--- config.mk ---
export PLATFORM = sky130hd
export DESIGN_NAME = tm_sch_pri_sel_flat
export DESIGN_NICKNAME = d
export VERILOG_FILES = /design/src/rtl/tm_sch_pri_sel_if.sv /design/src/rtl/tm_sch_pri_sel.sv /design/src/flat_wrapper.sv
export SDC_FILE = /design/constraint.sdc
export NUM_CORES = 1
export LEC_CHECK = 0
export ABC_AREA = 1
export CORE_UTILIZATION = 40
export CTS_CLUSTER_DIAMETER = 30
export CTS_CLUSTER_SIZE = 16
export DETAILED_ROUTE_END_ITERATION = 8
export PLACE_DENSITY = 0.71
export SLEW_MARGIN = 20
export SYNTH_ARGS = -nofsm -noshare
export SYNTH_HDL_FRONTEND = slang
export SYNTH_SLANG_ARGS = --single-unit
--- constraint.sdc ---
create_clock -name clk -period 2 [get_ports clk]
set_input_delay 0.2 -clock clk [delete_from_list [all_inputs] [get_ports clk]]
set_output_delay 0.2 -clock clk [all_outputs]
set_load 0.01 [all_outputs]
--- src/rtl/tm_sch_pri_sel_if.sv ---
// Scheduler priority-select bundle: upstream request, ctrl-memory read port and selection output.
// slave = the selector block, master = whoever drives requests, ctrl memory and downstream.
`ifndef FOURTH_LVL_QUEUE_ID_NBITS
`define FOURTH_LVL_QUEUE_ID_NBITS 8
`endif
`ifndef FOURTH_LVL_SCH_ID_NBITS
`define FOURTH_LVL_SCH_ID_NBITS 6
`endif

interface tm_sch_pri_sel_if #(
    parameter int QID_NBITS   = `FOURTH_LVL_QUEUE_ID_NBITS,
    parameter int DEPTH_NBITS = `FOURTH_LVL_SCH_ID_NBITS
);
    logic                     sch_req;
    logic [DEPTH_NBITS-1:0]   sch_id;
    logic [1:0]               sch_pri_vld;
    logic                     sch_rdy;
    logic                     pri_sch_ctrl_rd;
    logic [DEPTH_NBITS-1:0]   pri_sch_ctrl_raddr;
    logic                     pri_sch_ctrl_ack;
    logic [2*QID_NBITS-1:0]   pri_sch_ctrl_rdata;
    logic                     sel_vld;
    logic                     sel_rdy;
    logic [QID_NBITS-1:0]     sel_qid;
    logic                     sel_pri;
    logic [DEPTH_NBITS-1:0]   sel_sch_id;
    logic                     tmo_err;

    modport slave (
        input  sch_req, sch_id, sch_pri_vld, pri_sch_ctrl_ack, pri_sch_ctrl_rdata, sel_rdy,
        output sch_rdy, pri_sch_ctrl_rd, pri_sch_ctrl_raddr, sel_vld, sel_qid, sel_pri,
               sel_sch_id, tmo_err
    );

    modport master (
        output sch_req, sch_id, sch_pri_vld, pri_sch_ctrl_ack, pri_sch_ctrl_rdata, sel_rdy,
        input  sch_rdy, pri_sch_ctrl_rd, pri_sch_ctrl_raddr, sel_vld, sel_qid, sel_pri,
               sel_sch_id, tmo_err
    );
endinterface

--- src/rtl/tm_sch_pri_sel.sv ---
// Resolves a scheduler id to its highest backlogged queue via a ctrl-memory read; request-to-sel_vld latency 3 cycles minimum.
// Backpressure: sch_rdy drops when the request FIFO is full (extra requests dropped); selection held until sel_rdy.
`ifndef FOURTH_LVL_QUEUE_ID_NBITS
`define FOURTH_LVL_QUEUE_ID_NBITS 8
`endif
`ifndef FOURTH_LVL_SCH_ID_NBITS
`define FOURTH_LVL_SCH_ID_NBITS 6
`endif

module tm_sch_pri_sel #(
    parameter int QID_NBITS   = `FOURTH_LVL_QUEUE_ID_NBITS,
    parameter int DEPTH_NBITS = `FOURTH_LVL_SCH_ID_NBITS,
    parameter int FIFO_NBITS  = 2,
    parameter int TMO_CYCLES  = 15
) (
    input  logic            clk,
    input  logic            rst_n,
    tm_sch_pri_sel_if.slave bus
);
    localparam int FIFO_DEPTH = 1 << FIFO_NBITS;
    localparam int WCNT_NBITS = $clog2(TMO_CYCLES + 1);

    localparam logic [1:0] ST_IDLE = 2'd0;
    localparam logic [1:0] ST_RD   = 2'd1;
    localparam logic [1:0] ST_WAIT = 2'd2;
    localparam logic [1:0] ST_OUT  = 2'd3;

    // Entries with no backlog are never stored, so pri0==0 implies pri1 is backlogged.
    typedef struct packed {
        logic [DEPTH_NBITS-1:0] sch_id;
        logic                   pri0;
    } req_t;

    req_t                   fifo_mem [FIFO_DEPTH];
    logic [FIFO_NBITS-1:0]  wr_ptr, rd_ptr;
    logic [FIFO_NBITS:0]    fifo_cnt;
    logic [1:0]             state, state_nxt;
    logic [WCNT_NBITS-1:0]  wait_cnt;
    logic                   cur_pri0;
    req_t                   push_req, head_req;
    logic                   push, pop, fifo_empty, ack_hit, tmo_hit, load_head;

    assign push_req       = '{sch_id: bus.sch_id, pri0: bus.sch_pri_vld[0]};
    assign fifo_empty     = (fifo_cnt == '0);
    assign bus.sch_rdy    = (fifo_cnt != (FIFO_NBITS+1)'(FIFO_DEPTH));
    assign push           = bus.sch_req && bus.sch_rdy && (bus.sch_pri_vld != 2'b00);
    assign ack_hit        = (state == ST_WAIT) && bus.pri_sch_ctrl_ack;
    assign tmo_hit        = (state == ST_WAIT) && !bus.pri_sch_ctrl_ack &&
                            (wait_cnt == WCNT_NBITS'(TMO_CYCLES - 1));
    assign pop            = ack_hit || tmo_hit;
    // An empty FIFO being written this cycle presents the incoming request as its head.
    assign head_req       = fifo_empty ? push_req : fifo_mem[rd_ptr];

    assign bus.pri_sch_ctrl_rd = (state == ST_RD);
    assign bus.sel_vld         = (state == ST_OUT);

    always_comb begin
        state_nxt = state;
        load_head = 1'b0;
        case (state)
            ST_IDLE: begin
                if (!fifo_empty || push) begin
                    state_nxt = ST_RD;
                    load_head = 1'b1;
                end
            end
            ST_RD:   state_nxt = ST_WAIT;
            ST_WAIT: begin
                if (ack_hit)      state_nxt = ST_OUT;
                else if (tmo_hit) state_nxt = ST_IDLE;
            end
            ST_OUT: begin
                if (bus.sel_rdy) begin
                    if (!fifo_empty || push) begin
                        state_nxt = ST_RD;
                        load_head = 1'b1;
                    end else begin
                        state_nxt = ST_IDLE;
                    end
                end
            end
            default: state_nxt = ST_IDLE;
        endcase
    end

    always_ff @(posedge clk) begin
        if (push) fifo_mem[wr_ptr] <= push_req;
    end

    always_ff @(posedge clk or negedge rst_n) begin
        if (!rst_n) begin
            wr_ptr   <= '0;
            rd_ptr   <= '0;
            fifo_cnt <= '0;
        end else begin
            if (push) wr_ptr <= wr_ptr + 1'b1;
            if (pop)  rd_ptr <= rd_ptr + 1'b1;
            case ({push, pop})
                2'b10:   fifo_cnt <= fifo_cnt + 1'b1;
                2'b01:   fifo_cnt <= fifo_cnt - 1'b1;
                default: fifo_cnt <= fifo_cnt;
            endcase
        end
    end

    always_ff @(posedge clk or negedge rst_n) begin
        if (!rst_n) begin
            state                  <= ST_IDLE;
            wait_cnt               <= '0;
            cur_pri0               <= 1'b0;
            bus.pri_sch_ctrl_raddr <= '0;
            bus.sel_qid            <= '0;
            bus.sel_pri            <= 1'b0;
            bus.sel_sch_id         <= '0;
            bus.tmo_err            <= 1'b0;
        end else begin
            state    <= state_nxt;
            wait_cnt <= (state == ST_WAIT) ? wait_cnt + 1'b1 : '0;
            if (load_head) begin
                bus.pri_sch_ctrl_raddr <= head_req.sch_id;
                cur_pri0               <= head_req.pri0;
            end
            if (ack_hit) begin
                bus.sel_qid    <= cur_pri0 ? bus.pri_sch_ctrl_rdata[QID_NBITS-1:0]
                                           : bus.pri_sch_ctrl_rdata[2*QID_NBITS-1:QID_NBITS];
                bus.sel_pri    <= !cur_pri0;
                bus.sel_sch_id <= bus.pri_sch_ctrl_raddr;
            end
            if (tmo_hit) bus.tmo_err <= 1'b1;
        end
    end
endmodule

--- src/flat_wrapper.sv ---
// flat-port wrapper written by rule: the top's interface ports become plain ports
module tm_sch_pri_sel_flat 
#(
    parameter int QID_NBITS   = `FOURTH_LVL_QUEUE_ID_NBITS,
    parameter int DEPTH_NBITS = `FOURTH_LVL_SCH_ID_NBITS,
    parameter int FIFO_NBITS  = 2,
    parameter int TMO_CYCLES  = 15
)
  (clk, rst_n, bus_sch_req, bus_sch_id, bus_sch_pri_vld, bus_pri_sch_ctrl_ack, bus_pri_sch_ctrl_rdata, bus_sel_rdy, bus_sch_rdy, bus_pri_sch_ctrl_rd, bus_pri_sch_ctrl_raddr, bus_sel_vld, bus_sel_qid, bus_sel_pri, bus_sel_sch_id, bus_tmo_err);
  tm_sch_pri_sel_if #(.QID_NBITS(QID_NBITS), .DEPTH_NBITS(DEPTH_NBITS)) bus_i ();
  input  logic clk;
  input  logic rst_n;
  input wire logic [$bits(bus_i.sch_req)-1:0] bus_sch_req;
  input wire logic [$bits(bus_i.sch_id)-1:0] bus_sch_id;
  input wire logic [$bits(bus_i.sch_pri_vld)-1:0] bus_sch_pri_vld;
  input wire logic [$bits(bus_i.pri_sch_ctrl_ack)-1:0] bus_pri_sch_ctrl_ack;
  input wire logic [$bits(bus_i.pri_sch_ctrl_rdata)-1:0] bus_pri_sch_ctrl_rdata;
  input wire logic [$bits(bus_i.sel_rdy)-1:0] bus_sel_rdy;
  output wire logic [$bits(bus_i.sch_rdy)-1:0] bus_sch_rdy;
  output wire logic [$bits(bus_i.pri_sch_ctrl_rd)-1:0] bus_pri_sch_ctrl_rd;
  output wire logic [$bits(bus_i.pri_sch_ctrl_raddr)-1:0] bus_pri_sch_ctrl_raddr;
  output wire logic [$bits(bus_i.sel_vld)-1:0] bus_sel_vld;
  output wire logic [$bits(bus_i.sel_qid)-1:0] bus_sel_qid;
  output wire logic [$bits(bus_i.sel_pri)-1:0] bus_sel_pri;
  output wire logic [$bits(bus_i.sel_sch_id)-1:0] bus_sel_sch_id;
  output wire logic [$bits(bus_i.tmo_err)-1:0] bus_tmo_err;
  assign bus_i.sch_req = bus_sch_req;
  assign bus_i.sch_id = bus_sch_id;
  assign bus_i.sch_pri_vld = bus_sch_pri_vld;
  assign bus_i.pri_sch_ctrl_ack = bus_pri_sch_ctrl_ack;
  assign bus_i.pri_sch_ctrl_rdata = bus_pri_sch_ctrl_rdata;
  assign bus_i.sel_rdy = bus_sel_rdy;
  assign bus_sch_rdy = bus_i.sch_rdy;
  assign bus_pri_sch_ctrl_rd = bus_i.pri_sch_ctrl_rd;
  assign bus_pri_sch_ctrl_raddr = bus_i.pri_sch_ctrl_raddr;
  assign bus_sel_vld = bus_i.sel_vld;
  assign bus_sel_qid = bus_i.sel_qid;
  assign bus_sel_pri = bus_i.sel_pri;
  assign bus_sel_sch_id = bus_i.sel_sch_id;
  assign bus_tmo_err = bus_i.tmo_err;
  tm_sch_pri_sel #(.QID_NBITS(QID_NBITS), .DEPTH_NBITS(DEPTH_NBITS), .FIFO_NBITS(FIFO_NBITS), .TMO_CYCLES(TMO_CYCLES)) u_core (.clk(clk), .rst_n(rst_n), .bus(bus_i));
endmodule
Yosys cells after proc, flatten, opt, wreduce, memory -nomap -nowiden
Memories as Yosys holds them, arrays and structs flattened.
Index checks and enable logic that the tools add are counted.
{"block": "word_totals", "register_bits": 36, "ram_bits": 28, "in_bits": 29, "elab_cells": 57, "n_memories": 1}
{"memory": "u_core.fifo_mem", "depth": 4, "word_bits": 7, "rd": 1, "rd_clocked_by_memory_dff": 0, "wr": 1, "line_no": "tm_sch_pri_sel.sv:34", "source": "req_t fifo_mem [FIFO_DEPTH];"}
{"block": "op_classes", "n_addsub": 5, "n_eq_ne": 10, "mux": 15, "n_reduce_logical": 15}
{"cell": "2-bit two-way mux", "count": 4}
{"cell": "8-bit two-way mux", "count": 1}
{"cell": "2-bit case mux with 4 select lines", "count": 1}
{"cell": "7-bit two-way mux", "count": 1}
{"cell": "2-bit equality test, second input constant", "count": 3}
{"cell": "3-bit case mux with 2 select lines", "count": 1}
{"cell": "1-bit logical AND", "count": 5}
{"cell": "1-bit two-way mux", "count": 5}
{"cell": "2-bit by 1-bit adder with 2-bit output, second input constant", "count": 2}
{"cell": "4-bit by 1-bit adder with 4-bit output, second input constant", "count": 1}
{"cell": "2-bit by 1-bit equality test with 1-bit output, second input constant", "count": 2}
{"cell": "4-bit equality test, second input constant", "count": 1}
{"cell": "4-bit two-way mux", "count": 1}
{"cell": "2-bit nonzero test", "count": 2}
{"cell": "3-bit by 1-bit adder with 3-bit output, second input constant", "count": 1}
{"cell": "1-bit logical NOT", "count": 3}
{"cell": "3-bit logical NOT", "count": 1}
{"cell": "3-bit by 1-bit inequality test with 1-bit output, second input constant", "count": 1}
{"cell": "3-bit inequality test, second input constant", "count": 1}
{"cell": "3-bit AND reduction", "count": 1}
{"cell": "3-bit by 1-bit subtractor with 3-bit output, second input constant", "count": 1}
{"cell": "2-bit logical NOT", "count": 1}
{"cell": "1-bit logical OR", "count": 2}
{"cell": "2-bit by 1-bit inequality test with 1-bit output, second input constant", "count": 1}
{"cell": "other kinds (2)", "count": 2}

Depth between registers and ports, before layout
Gate-level depths: netlist (run 1).
{"block": "logic_depth", "depth_word": 7, "ltp_mapped": 12, "depth_no_buf": 12}

Worst setup path before layout (run 1)
No wires, ideal clock.
{"block": "synth_path", "path_kind": "reg2reg", "start": "reg u_core.state[0]", "end": "reg u_core.fifo_cnt[2]", "setup_time_ps": 131, "arrival_ps": 2011, "path_slack_ps": -142, "path_stages_with_launch": 13, "period_less_slack_ps": 2142, "path_cell_list": "dfrtp_1 > inv_1 > ha_1 > inv_1 > nor2_1 > nand4_1 > nand2_1 > ha_1 > inv_1 > fa_1 > a21oi_1 > o21ai_0 > xor2_1"}
{"block": "synth_between", "elab_chain_cells": 6, "elab_cells_between_ends": 9}
{"element": "start: declaration", "line_no": "tm_sch_pri_sel.sv:37", "source": "logic [1:0] state, state_nxt;"}
{"element": "start signal: assignment", "line_no": "tm_sch_pri_sel.sv:117", "source": "state <= state_nxt;"}
{"element": "2-bit equality test *", "line_no": "tm_sch_pri_sel.sv:47, tm_sch_pri_sel.sv:48"}
{"element": "1-bit logical AND (2 in series)", "line_no": "tm_sch_pri_sel.sv:48", "source": "assign tmo_hit = (state == ST_WAIT) && !bus.pri_sch_ctrl_ack &&"}
{"element": "1-bit logical OR *", "line_no": "tm_sch_pri_sel.sv:50", "source": "assign pop = ack_hit || tmo_hit;"}
{"element": "2-bit by 1-bit equality test with 1-bit output or 2-bit equality test (tied branches)", "line_no": "tm_sch_pri_sel.sv:98", "source": "case ({push, pop})"}
{"element": "3-bit case mux with 2 select lines or 2-bit nonzero test (tied branches)"}
{"element": "end signal: assignment", "line_no": "tm_sch_pri_sel.sv:99", "source": "2'b10: fifo_cnt <= fifo_cnt + 1'b1;"}
{"element": "end signal: assignment", "line_no": "tm_sch_pri_sel.sv:100", "source": "2'b01: fifo_cnt <= fifo_cnt - 1'b1;"}
{"element": "end signal: assignment", "line_no": "tm_sch_pri_sel.sv:101", "source": "default: fifo_cnt <= fifo_cnt;"}
{"element": "end: declaration", "line_no": "tm_sch_pri_sel.sv:36", "source": "logic [FIFO_NBITS:0] fifo_cnt;"}
Every way passes the cells marked *; elsewhere a longest branch is shown, timed or not.
A chain may end at the register's enable or synchronous reset.

Final worst setup path (run 1)
Ends and elaborated chain as after synthesis.

==> results of run 1 <==
[routing by layer]
metal	track usage (%)	share of wire [%]	routed length, um	up-vias
met4	10.4	1.4	87	0
met5	0	0	0	-
met2	29.4	51	3280	49
li1	-	-	-	1142
met3	3.82	3.6	231	7
met1	22.3	44	2810	1134
[flip-flops by register name (all words and copies together) (netlist names)]
register                       flops
u_core.wr_ptr                      2
u_core.bus.sel_qid                 8
u_core.bus.sel_pri                 1
u_core.wait_cnt                    4
u_core.fifo_mem                   28
u_core.bus.pri_sch_ctrl_raddr      6
u_core.rd_ptr                      2
u_core.bus.sel_sch_id              6
u_core.state                       2
u_core.bus.tmo_err                 1
u_core.cur_pri0                    1
u_core.fifo_cnt                    3
[critical path, delay by kind of cell (launching register included)]
family	cells	cell delay, ns
flops	1	0.39
xor+xnor	1	0.14
simple gates	3	0.36
fa+ha+maj	3	0.65
compound gates	2	0.21
buf+inv	3	0.17
[power breakdown]
part	switching [W]	total, W	leakage, nW	internal, W
logic	0.00140	0.00257	0.984	0.00116
clock network	0.000469	0.00119	0.112	0.000719
registers	0.000309	0.00210	0.692	0.00180
[worst max path at each step]
| stage | from | end | slack (ns) | cells past startpoint |
|---|---|---|---|---|
| final | u_core.state[0]$_DFFE_PN0P_ | u_core.fifo_cnt[2]$_DFFE_PN0P_ | -0.03 | 12 |
| after detailed placement | u_core.state[0]$_DFFE_PN0P_ | u_core.fifo_cnt[2]$_DFFE_PN0P_ | -0.06 | 12 |
| after global routing | u_core.state[0]$_DFFE_PN0P_ | u_core.fifo_cnt[2]$_DFFE_PN0P_ | -0.15 | 12 |
| after CTS | u_core.state[0]$_DFFE_PN0P_ | u_core.fifo_cnt[2]$_DFFE_PN0P_ | -0.003 | 12 |
| after floorplan | u_core.state[0]$_DFFE_PN0P_ | u_core.fifo_cnt[2]$_DFFE_PN0P_ | 0.008 | 12 |
| after global placement | bus_pri_sch_ctrl_ack | u_core.fifo_cnt[2]$_DFFE_PN0P_ | 0.03 | 10 |
[cell families (layout without fill, tap and decap cells)]
kind of cell	count (synthesis)	count (layout)	synth area share (%)
fa+ha+maj	13	13	5.69
buf+inv	36	119	5.61
xor+xnor	6	6	1.76
simple gates	164	164	24.1
flops	64	64	58.2
compound gates	25	25	4.64
[cells in the mapped netlist (2+ instances only)]
cell type / n / share of area [%]
inv_2: 4 / 0.50
xnor2_1: 2 / 0.59
nor2_4: 4 / 1.5
buf_6: 2 / 0.75
nand3_1: 25 / 4.2
nand2_2: 3 / 0.63
nand2_1: 105 / 13
buf_2: 4 / 0.67
dfrtp_1: 36 / 30
nor2_1: 22 / 2.8
buf_4: 2 / 0.50
edfxtp_1: 28 / 28
inv_1: 23 / 2.9
ha_1: 12 / 5.0
a21oi_1: 19 / 3.2
o21ai_0: 5 / 0.84
xor2_1: 4 / 1.2
[layout by cell type, fill, tap and decap left out, drive strengths merged, types with 2 or more instances in the layout]
cell and instances:
nor2 27, clkbuf 14, xnor2 2, ha 12, edfxtp 28, nand2 109, nand3 26, clkdlybuf4s50 52
dfrtp 36, inv 27, a21oi 19, o21ai 5, xor2 4, buf 22
[stage by stage]
step / TNS, ns / cell area [sq um] / cells / power [W] / setup WS, ns
after floorplan: 0 / 3010 / 308 / 0.00362 / 0.00759
after global placement: 0 / 3710 / 467 / 0.00452 / 0.0266
after detailed placement: -0.0581 / 3710 / 467 / 0.00461 / -0.0581
after CTS: -0.00298 / 3980 / 488 / 0.00586 / -0.00298
after global routing: -0.149 / 4010 / 490 / 0.00628 / -0.149
final: -0.0333 / 4010 / 490 / 0.00586 / -0.0333
[final cells by class]
cell class	count	area, sq um	share of cell area, %
Sequential cell	64	1740	43.4
Clock inverter	2	35.0	0.873
Tap cell	99	124	3.09
Inverter	28	114	2.84
Timing Repair Buffer	75	693	17.3
Multi-Input combinational cell	208	1120	28.0
Clock buffer	14	184	4.58
[repair_timing]
item	in CTS	in global routing
endpoints found under the hold margin	36	0
setup endpoints to repair	1	3
pin swaps	1	5
buffers inserted	4	2
gates resized for setup	1	5
hold buffers	1	0
==> out/qor.csv, run 1 <==
stage,metric,value,unit
sta,slew_headroom,47.5,%
synthesis,synth_edf_count,28,
global_route,antenna_found_initial,0,
synthesis,ys_seq_elements,64,
drt,first_iter_violations,136,
drt,drc,0,
hold_path,min_to,u_core.bus.sel_qid[6]$_DFFE_PN0N_,
clock_tree,cts_tree,yes,
clock_tree,clockBufferDepth,2,
sta,rsz0062_at_grt,yes,
floorplan,die-area,7830,sq um
clock_tree,htree_levels,3,
cells_and_area,n_fill_cell,644,
worst_setup_path,cp_common_cell,inv_2,
floorplan,rows,31,
sta,fin_crit,2.03,ns
synthesis,synth_cell_types,25,
worst_setup_path,rrSetupSlack,-0.03,ns
drt,wl,6.41,mm
global_route,grt_max_degree,37,
hold_path,hold_class,input port to flop,
worst_setup_path,crit_fanout,2,
worst_setup_path,reg2reg_depth,12,
sta,skew,0.00949,ns
placed_design,io_buffers,53,
worst_setup_path,r2r_start,u_core.state[0]$_DFFE_PN0P_,
sta,whs,0.412,ns
power_and_ir_drop,power.density,1460,nW/um^2
floorplan,fp.dieH,88.5,um
sta,setup_ws,-0.0333,ns
clock_tree,cts_made_buffers,9,
status,status,"complete, but fails checks",
sta,finalCritPeriodShare,102,%
worst_setup_path,slowest_delay,0.39,ns
global_route,grt_overflow_total,0,
hold_path,whs_path_depth,3,
cells_and_area,n_antenna_cell,0,
placed_design,dp_hpwl,4.47,mm
clock_tree,root_buffer,clkbuf_8,
worst_setup_path,startpoint_type,flop,
placed_design,gp_congestion,0.740,
synthesis,ys_seq_area_share,58.2,%
drt,drtPass1Iterations,4,
sta,slew_viol_final,0,
status,failed_checks,setup timing,
sta,finalSetupViolations,1,
cells_and_area,final_util,55.3,%
synthesis,syn_inst,308,
clock_tree,path_clk_slew,0.07,ns
drt,antenna_left,0,
worst_setup_path,cp.arrival,2.25,ns
drt,wl_per_cell,13.1,um
worst_setup_path,crit_type,flop to flop,
synthesis,synth_area,2990,sq um
floorplan,start_util,41.2,%
power_and_ir_drop,irDropWorstVdd,0.545,mV
clock_tree,cts_num_sinks,64,
worst_setup_path,crit_required,2.21,ns
sta,tightestPinTransition,0.788,ns
global_route,grt.total_usage,18.1,%
drt,drt-vias-per-instance,4.76,
worst_setup_path,cp_cell_sequence,inv_2 -> ha_4 -> inv_2 -> nor2_4 -> nand4_1 -> nand2_2 -> ha_4 -> inv_2 -> fa_2 -> a21oi_2 -> o21ai_1 -> xor2_1,
drt,via_count,2332,
worst_setup_path,r2r-end,u_core.fifo_cnt[2]$_DFFE_PN0P_,
global_route,grt_pass1_wl,10.4,mm
floorplan,die_w,88.5,um
floorplan,io_pins,54,
synthesis,yosys_warnings,0,
cells_and_area,layout-drive-gt1-share,16.1,%
cells_and_area,area_growth_syn_to_layout,34.2,%
floorplan,core_region_area,7250,sq um
synthesis,synth_fp_nets,350,
cells_and_area,nNetsFinal,428,
flow_run,cap_violations,0,
clock_tree,clock_latency,0.33,ns
power_and_ir_drop,power_leakage,1.79,nW
hold_path,min-delay-start,bus_pri_sch_ctrl_rdata[6],
sta,fmaxAchievable,492,MHz
synthesis,async_flop_share,56.3,%
worst_setup_path,cp-end-kind,flop,
worst_setup_path,slowest_stage,dfrtp_1,
synthesis,synth_area_per_cell,9.71,sq um
sta,hold_viol_final,0,
global_route,grt_pass1_vias,2255,
synthesis,ys.flop_type,dfrtp_1,
(Power assumes the default switching activity.)
==> run 2, diff against run 1 <==
--- a/config.mk
+++ b/config.mk
@@ -6,6 +6,7 @@
 export NUM_CORES = 1
 export LEC_CHECK = 0
 export ABC_AREA = 1
+export CORE_ASPECT_RATIO = 0.75
 export CORE_UTILIZATION = 40
 export CTS_CLUSTER_DIAMETER = 30
 export CTS_CLUSTER_SIZE = 16
==> run 2 against run 1 <==
- the run now ends clean
- worst hold slack worse by 0.012 ns
- critical path depth stayed put
- core utilization is 2.4 points higher
- register-to-register slack better by 0.03 ns
- maximum frequency is 1.7% higher
- sequential share of layout area is 0.43 points lower
- critical path type unchanged
==> out/qor.csv, run 2 (synthesis results as in run 1) <==
stage,metric,value,unit,change
global_route,grt_pass1_vias,2265,,+0.44%
global_route,grt.total_usage,18.5,%,+0.42 points
drt,wl_per_cell,13.0,um,-0.38%
clock_tree,cts_num_sinks,64,,unchanged
flow_run,cap_violations,0,,unchanged
cells_and_area,n_fill_cell,623,,-3.3%
sta,fmaxAchievable,500,MHz,+1.7%
sta,rsz0062_at_grt,yes,,
hold_path,hold_class,input port to flop,,
power_and_ir_drop,irDropWorstVdd,0.540,mV,-0.93%
sta,fin_crit,2.00,ns,-0.0334 ns
clock_tree,root_buffer,clkbuf_8,,
placed_design,place_inst,466,,-0.21%
cells_and_area,nNetsFinal,434,,+1.4%
placed_design,dpl_cell_area,3710,sq um,about the same
clock_tree,clock_latency,0.34,ns,about the same
worst_setup_path,cp.arrival,2.23,ns,-0.02 ns
drt,via_count,2285,,-2.0%
cells_and_area,n_antenna_cell,0,,unchanged
worst_setup_path,crit_fanout,2,,unchanged
worst_setup_path,startpoint_type,flop,,
clock_tree,cts_tree,yes,,
placed_design,io_buffers,53,,unchanged
drt,met2_length,2.92,mm,-11%
status,status,finished clean,,
drt,drt-vias-per-instance,4.62,,-3.0%
sta,finalCritPeriodShare,100,%,-1.7 points
floorplan,die-area,7830,sq um,about the same
floorplan,rows,26,,-16%
drt,antenna_left,0,,unchanged
floorplan,fp.dieH,76.9,um,-13%
floorplan,core_region_area,7030,sq um,-3.1%
global_route,antenna_found_initial,0,,unchanged
worst_setup_path,cp-end-kind,flop,,
sta,tightestPinTransition,0.463,ns,-0.324 ns
drt,top_layer,met4,,
cells_and_area,layout_commonest_cell,nand2_1,,
drt,wl_met1,3.08,mm,+9.8%
clock_tree,path_clk_slew,0.07,ns,about the same
sta,slew_viol_final,0,,unchanged
clock_tree,clockBufferDepth,2,,unchanged
cells_and_area,mostFrequentLayoutCells,"nand2_1 (103), clkdlybuf4s50_1 (50), dfrtp_1 (36), edfxtp_1 (28), buf_4 (27)",,
global_route,grt_overflow_total,0,,unchanged
sta,tns,0,ns,+0.0333 ns
floorplan,io_pins,54,,unchanged
placed_design,gp_congestion,0.768,,+3.8%
sta,slew_headroom,69.1,%,+22 points
sta,skew,0.00786,ns,-0.00163 ns
drt,first_iter_violations,106,,-22%
floorplan,die_w,102,um,+15%
worst_setup_path,crit_type,flop to flop,,
drt,wl_met3,371,um,+61%
drt,drc,0,,unchanged
worst_setup_path,slowest_delay,0.39,ns,about the same
sta,hold_viol_final,0,,unchanged
drt,drtPass1Iterations,4,,unchanged
placed_design,dp_hpwl,4.44,mm,-0.63%
clock_tree,cts_made_buffers,9,,unchanged
worst_setup_path,slowest_stage,dfrtp_1,,
floorplan,start_util,42.6,%,+1.3 points
cells_and_area,layout-drive-gt1-share,18.1,%,+2.0 points
worst_setup_path,crit_buf_inv,3,,unchanged
cells_and_area,largest-register,u_core.fifo_mem,,
cells_and_area,largest_reg_flops,28,,unchanged
worst_setup_path,cp_cell_sequence,inv_2 -> ha_4 -> inv_4 -> nor2_4 -> nand4_1 -> nand2_2 -> ha_4 -> inv_2 -> fa_2 -> a21oi_2 -> o21ai_1 -> xor2_1,,
global_route,grt_pass1_wl,10.9,mm,+5.0%
cells_and_area,final_area,4050,sq um,+1.0%
cells_and_area,top_regs,"u_core.fifo_mem x28, u_core.bus.sel_qid x8",,
sta,finalSetupViolations,0,,-1
cells_and_area,area_growth_syn_to_layout,35.6,%,
clock_tree,htree_levels,3,,unchanged
power_and_ir_drop,power_leakage,1.84,nW,+2.9%
power_and_ir_drop,power.density,1420,nW/um^2,-2.5%
worst_setup_path,crit_family,adder cells,,
cells_and_area,fin_cells,495,,+1.0%
worst_setup_path,crit_required,2.23,ns,+0.02 ns
global_route,grt_max_degree,37,,unchanged
drt,wl,6.45,mm,+0.64%
==> run 2: stage by stage <==
step           hold WS [ns]  total power (W)  setup slack (ns)  util [%]
3_3_place_gp          0.275          0.00452            0.0398      52.8
2_1_floorplan       -0.0956          0.00362           0.00759         -
3_5_place_dp          0.269          0.00459           -0.0192      52.8
6_report              0.400          0.00577          0.000102      57.7
4_1_cts               0.384          0.00576            0.0125      57.0
5_1_grt               0.391          0.00625            -0.169      57.7
==> run 2: report_power, final <==
part	switching (W)	total [W]	internal, W	leakage [nW]
clock network	0.000522	0.00112	0.000602	0.106
logic	0.00136	0.00253	0.00117	1.04
registers	0.000315	0.00211	0.00180	0.692
==> run 2: what timing repair did <==
item	in CTS	in global routing
pin swaps	1	5
setup buffers	10	4
hold buffers	1	0
endpoints found under the hold margin	36	0
resized for setup	0	10
endpoints found under the setup margin	1	4
==> run 2: worst paths after layout <==
check	start	end	slack, ns	depth (start not counted)
worst max-delay path	u_core.state[0]$_DFFE_PN0P_	u_core.fifo_cnt[2]$_DFFE_PN0P_	0.0001	12
worst min-delay path	bus_pri_sch_ctrl_rdata[6]	u_core.bus.sel_qid[6]$_DFFE_PN0N_	0.40	3
worst max register to register	u_core.state[0]$_DFFE_PN0P_	u_core.fifo_cnt[2]$_DFFE_PN0P_	0.0001	12
worst min register to register	u_core.wait_cnt[0]$_DFF_PN0_	u_core.wait_cnt[0]$_DFF_PN0_	0.49	1
max in group asynchronous	rst_n	u_core.wr_ptr[1]$_DFFE_PN0P_	1.25	3
min in group asynchronous	rst_n	u_core.bus.sel_sch_id[0]$_DFFE_PN0N_	0.43	3
==> run 2: layout make-up <==
| type | instances | area (sq um) | share of cell area (%) |
|---|---|---|---|
| sequential | 64 | 1740 | 43.0 |
| multi-input combinational | 208 | 1120 | 27.7 |
| timing repair buffer | 81 | 743 | 18.3 |
| clock buffer | 11 | 174 | 4.29 |
| tap | 98 | 123 | 3.02 |
| inverter | 28 | 113 | 2.78 |
| clock inverter | 5 | 35.0 | 0.864 |
==> run 2: worst min-delay path, stage by stage <==
cell	delay [ns]
clkdlybuf4s50_1	0.40
nand2_1	0.05
a21oi_1	0.05
==> run 2: per-layer routing <==
| metal | GRT usage, % | up-vias |
|---|---|---|
| met5 | 0 | - |
| met4 | 6.00 | 0 |
| met3 | 6.20 | 6 |
| met2 | 27.3 | 58 |
| met1 | 25.4 | 1063 |
| li1 | - | 1158 |
